--- config.mk ---
export PLATFORM = sky130hd
export DESIGN_NAME = uart_rx
export DESIGN_NICKNAME = d
export VERILOG_FILES = /design/src/rtl/uart_rx.sv
export SDC_FILE = /design/constraint.sdc
export NUM_CORES = 1
export LEC_CHECK = 0
export ABC_AREA = 1
export ABC_CLOCK_PERIOD_IN_PS = 3500
export BUFFER_PORTS_ARGS = -buffer_cell sky130_fd_sc_hd__buf_4
export CORE_MARGIN = 2
export CORE_UTILIZATION = 55
export DETAILED_ROUTE_END_ITERATION = 7
export HOLD_SLACK_MARGIN = 0.08
export PLACE_DENSITY = 0.69
export SYNTH_ARGS = -nofsm -noshare
export SYNTH_HDL_FRONTEND = slang
export SYNTH_SLANG_ARGS = --single-unit
--- constraint.sdc ---
create_clock -name sys_clk -period 3.5 [get_ports sys_clk]
set_input_delay 0.7 -clock sys_clk [delete_from_list [all_inputs] [get_ports sys_clk]]
set_output_delay 0.7 -clock sys_clk [all_outputs]
set_load 0.01 [all_outputs]
--- src/rtl/uart_rx.sv ---
// 8N1 UART receiver: three-flop line conditioning, mid-bit sampling, and a
// one-cycle po_flag / frame_err strobe per received frame.
module uart_rx #(
  parameter logic [29:0] UART_BPS = 30'd9600,
  parameter logic [29:0] CLK_FREQ = 30'd50_000_000
) (
  input  logic       sys_clk,
  input  logic       sys_rst,
  input  logic       rx,
  output logic [7:0] po_data,
  output logic       po_flag,
  output logic       frame_err
);

  localparam logic [15:0] BAUD_CNT_MAX = 16'(CLK_FREQ / UART_BPS);
  localparam logic [15:0] BAUD_MID     = {1'b0, BAUD_CNT_MAX[15:1]};

  localparam logic [1:0] IDLE  = 2'd0;
  localparam logic [1:0] START = 2'd1;
  localparam logic [1:0] DATA  = 2'd2;
  localparam logic [1:0] STOP  = 2'd3;

  logic        rx_s1;
  logic        rx_s2;
  logic        rx_s3;
  logic [1:0]  state;
  logic [15:0] baud_cnt;
  logic [2:0]  bit_cnt;
  logic [7:0]  shift_reg;
  logic        rx_fall;
  logic        mid;

  // Line conditioning: rx_s2 is the synchronized line, rx_s3 its previous value
  always_ff @(posedge sys_clk or negedge sys_rst) begin
    if (!sys_rst) begin
      rx_s1 <= 1'b1;
      rx_s2 <= 1'b1;
      rx_s3 <= 1'b1;
    end else begin
      rx_s1 <= rx;
      rx_s2 <= rx_s1;
      rx_s3 <= rx_s2;
    end
  end

  assign rx_fall = rx_s3 & ~rx_s2;
  assign mid     = (baud_cnt == BAUD_MID) && (state != IDLE);

  // Bit timing: counter restarts from 0 the cycle the FSM leaves IDLE
  always_ff @(posedge sys_clk or negedge sys_rst) begin
    if (!sys_rst) begin
      baud_cnt <= 16'd0;
    end else if (state == IDLE || baud_cnt == BAUD_CNT_MAX - 16'd1) begin
      baud_cnt <= 16'd0;
    end else begin
      baud_cnt <= baud_cnt + 16'd1;
    end
  end

  // Frame FSM; leaving STOP at mid-bit leaves half a bit to catch the next start
  always_ff @(posedge sys_clk or negedge sys_rst) begin
    if (!sys_rst) begin
      state     <= IDLE;
      bit_cnt   <= 3'd0;
      shift_reg <= 8'h00;
      po_data   <= 8'h00;
      po_flag   <= 1'b0;
      frame_err <= 1'b0;
    end else begin
      po_flag   <= 1'b0;
      frame_err <= 1'b0;
      case (state)
        IDLE: begin
          if (rx_fall) begin
            state <= START;
          end
        end
        START: begin
          if (mid) begin
            if (!rx_s2) begin
              state   <= DATA;
              bit_cnt <= 3'd0;
            end else begin
              state <= IDLE;
            end
          end
        end
        DATA: begin
          if (mid) begin
            shift_reg[bit_cnt] <= rx_s2;
            bit_cnt            <= bit_cnt + 3'd1;
            if (bit_cnt == 3'd7) begin
              state <= STOP;
            end
          end
        end
        STOP: begin
          if (mid) begin
            state <= IDLE;
            if (rx_s2) begin
              po_data <= shift_reg;
              po_flag <= 1'b1;
            end else begin
              frame_err <= 1'b1;
            end
          end
        end
        default: state <= IDLE;
      endcase
    end
  end

endmodule

==> out/metrics.cfg <==
[timing]
rsz0062_at_grt = no
slew_headroom_pct = 66.08
setup_viol = 0
timing.setup.tns_ps = 0
finalHoldViolations = 0
finClkSkew_ps = 9.596
tightest_slew_ps = 507.5
setup_ws_ps = 1753
hold_slack_ps = 360.4
fin_crit_ps = 1747
timing.fmax_ghz = 0.5724
drv_slew = 0
fin_crit_sh_pct = 49.92

[place]
hpwl_um = 3091
routabilityCongestion = 0.8890
portBuffers = 12
place_ws_ps = 1771
placed_cells = 353
placed_cell_area_sq_um = 2362

[finish]
fill_cells = 381
post-route-util_pct = 61.88
nets = 317
drive_gt1_share_pct = 14.15
multi_input_area_sq_um = 1008
antenna-diode-count = 0
design_area_sq_um = 2457
regArea_sq_um = 1055
largest_reg_flops = 16
layoutNonFillerInstCount = 361
area_growth_pct = 9.415

[critical_path]
startpoint_type = flip-flop
ff2ff_path_depth = 8
crit_fanout = 14
cp_data_arrival_time_ps = 1960
r2r_end = baud_cnt[3]
worstSetupPathType = flip-flop to flip-flop
reg2reg_setup_slack_ps = 1750
worstReg2RegStart = baud_cnt[0]
required_ps = 3710
worst_setup_path_end_kind = flip-flop

[power]
fin_total_pwr_mw = 1.045
p_leak_nw = 1.197
p_per_area_nw_per_um2 = 425.4
ir_drop_mv = 0.2680

[grt]
grt_pass1_vias = 1628
grt_usage_pct = 21.02
grt_antenna_before_repair = 0
grt_overflow_total = 0
grt_max_degree = 43
grt_first_pass_wirelength_um = 7120

[clock_network]
max-clock-path-buffers = 2
clkLatencyLatePin_ps = 300
holdBufCountCts = 0
h-tree-depth = 2
cts_sinks = 42
cts_resized = 0
cts_root_buf = clkbuf_8
cts_tree = yes
path_clk_slew_ps = 80
postCtsSetupRepairBufs = 0
cts_buffers = 5

[die]
start_util_pct = 56.55
die_w_um = 67.90
fp.dieArea_sq_um = 4610
rows = 23
core_area_sq_um = 3971
die_h_um = 67.90
pin_count = 13

[synthesis]
synth_warnings = 0
yosysMostFrequentCell = nand2_1
async_flop_share_pct = 100.0
synth_common_cells = 83 x nand2_1, 49 x nor2_1, 39 x dfrtp_1, 34 x inv_1, 22 x nand3_1
avgSynthCellArea_sq_um = 7.562
synth_top_area_share_pct = 43.45
syn_area_sq_um = 2246
ys_ff_latch = 42
synth_area_leader_cell = dfrtp_1
syn-num-nets = 304
ys.flop_type = dfrtp_1
synth_edf_count = 0
yosys-top-cells-area = dfrtp_1 43%, nand2_1 14%, nor2_1 8.2%, inv_1 5.7%, nand3_1 4.9%
netlist_instances = 297
ys_seq_area_share_pct = 46.96
ys_types = 24

[drt]
drt_iter0_drc = 105
first_pass_iters = 4
vias_per_cell = 5.036
antenna_left = 0
drc = 0
routed_wirelength_um = 4116
wl_per_cell_um = 11.40
vias = 1818

[flow_run]
max_cap_violations = 0

[outcome]
outcome = finished clean

[hold_path]
hold_path_class = input port to asynchronous set/reset pin

-- routing by layer --
metal	up-vias	share of wire [%]	track usage (%)
met5	-	0	0
met4	0	1.5	8.000
met3	5	3.7	5.428
met2	27	42	31.50
met1	824	53	29.33
li1	962	-	-
-- worst max path at each step --
stage,depth (start not counted),end,startpoint,slack [ps]
finish,8,baud_cnt[3],baud_cnt[0],1750
global route,8,baud_cnt[3],baud_cnt[0],1530
CTS,8,baud_cnt[3],baud_cnt[0],1740
detailed placement,8,baud_cnt[3],baud_cnt[0],1770
global placement,8,baud_cnt[3],baud_cnt[0],1810
floorplan,10,po_data[4],baud_cnt[0],2090
-- report_power, final --
group / internal, mW / total [mW] / switching (mW)
combinational: 0.0438 / 0.168 / 0.124
clock: 0.158 / 0.324 / 0.166
sequential: 0.514 / 0.554 / 0.0398
-- cells by family after synthesis --
logic type,synth area share [%]
fa+ha+maj,2.229
flops,46.96
buf+inv,8.133
simple gates,38.11
xor+xnor,2.340
compound gates,2.228
-- final cells by class --
| class | instances | area share (%) |
|---|---|---|
| inverter | 39 | 5.957 |
| clock buffer | 6 | 3.360 |
| clock inverter | 2 | 0.5092 |
| timing repair buffer | 12 | 3.666 |
| multi-input combinational | 210 | 41.04 |
| sequential | 42 | 42.92 |
| tap | 50 | 2.546 |
-- layout by cell type, fill, tap and decap left out --
master / instances
clkinv_2: 1
inv_1: 34
xor2_1: 6
nor2_1: 49
nor3_2: 1
nand2_2: 6
nor4_1: 1
nand3_1: 22
o21ai_2: 4
dfrtp_1: 39
buf_4: 12
nor2_4: 1
nor3b_1: 1
nand4_1: 13
o21ai_1: 2
nand2_1: 83
dfstp_2: 3
clkinvlp_4: 1
nor3_1: 11
ha_1: 4
nor3_4: 1
nor2_2: 3
inv_2: 5
clkbuf_8: 6
a21oi_1: 1
and2_1: 1
-- critical path, stage by stage (launching register included) --
cell     delay [ps]
dfrtp_1         420
ha_1            240
nand2_1         140
inv_1            80
nand2_1          60
nor2_1           40
nand2_1          90
nand2_1         310
nor3b_1         280
Power figures use the tool's default switching activity.
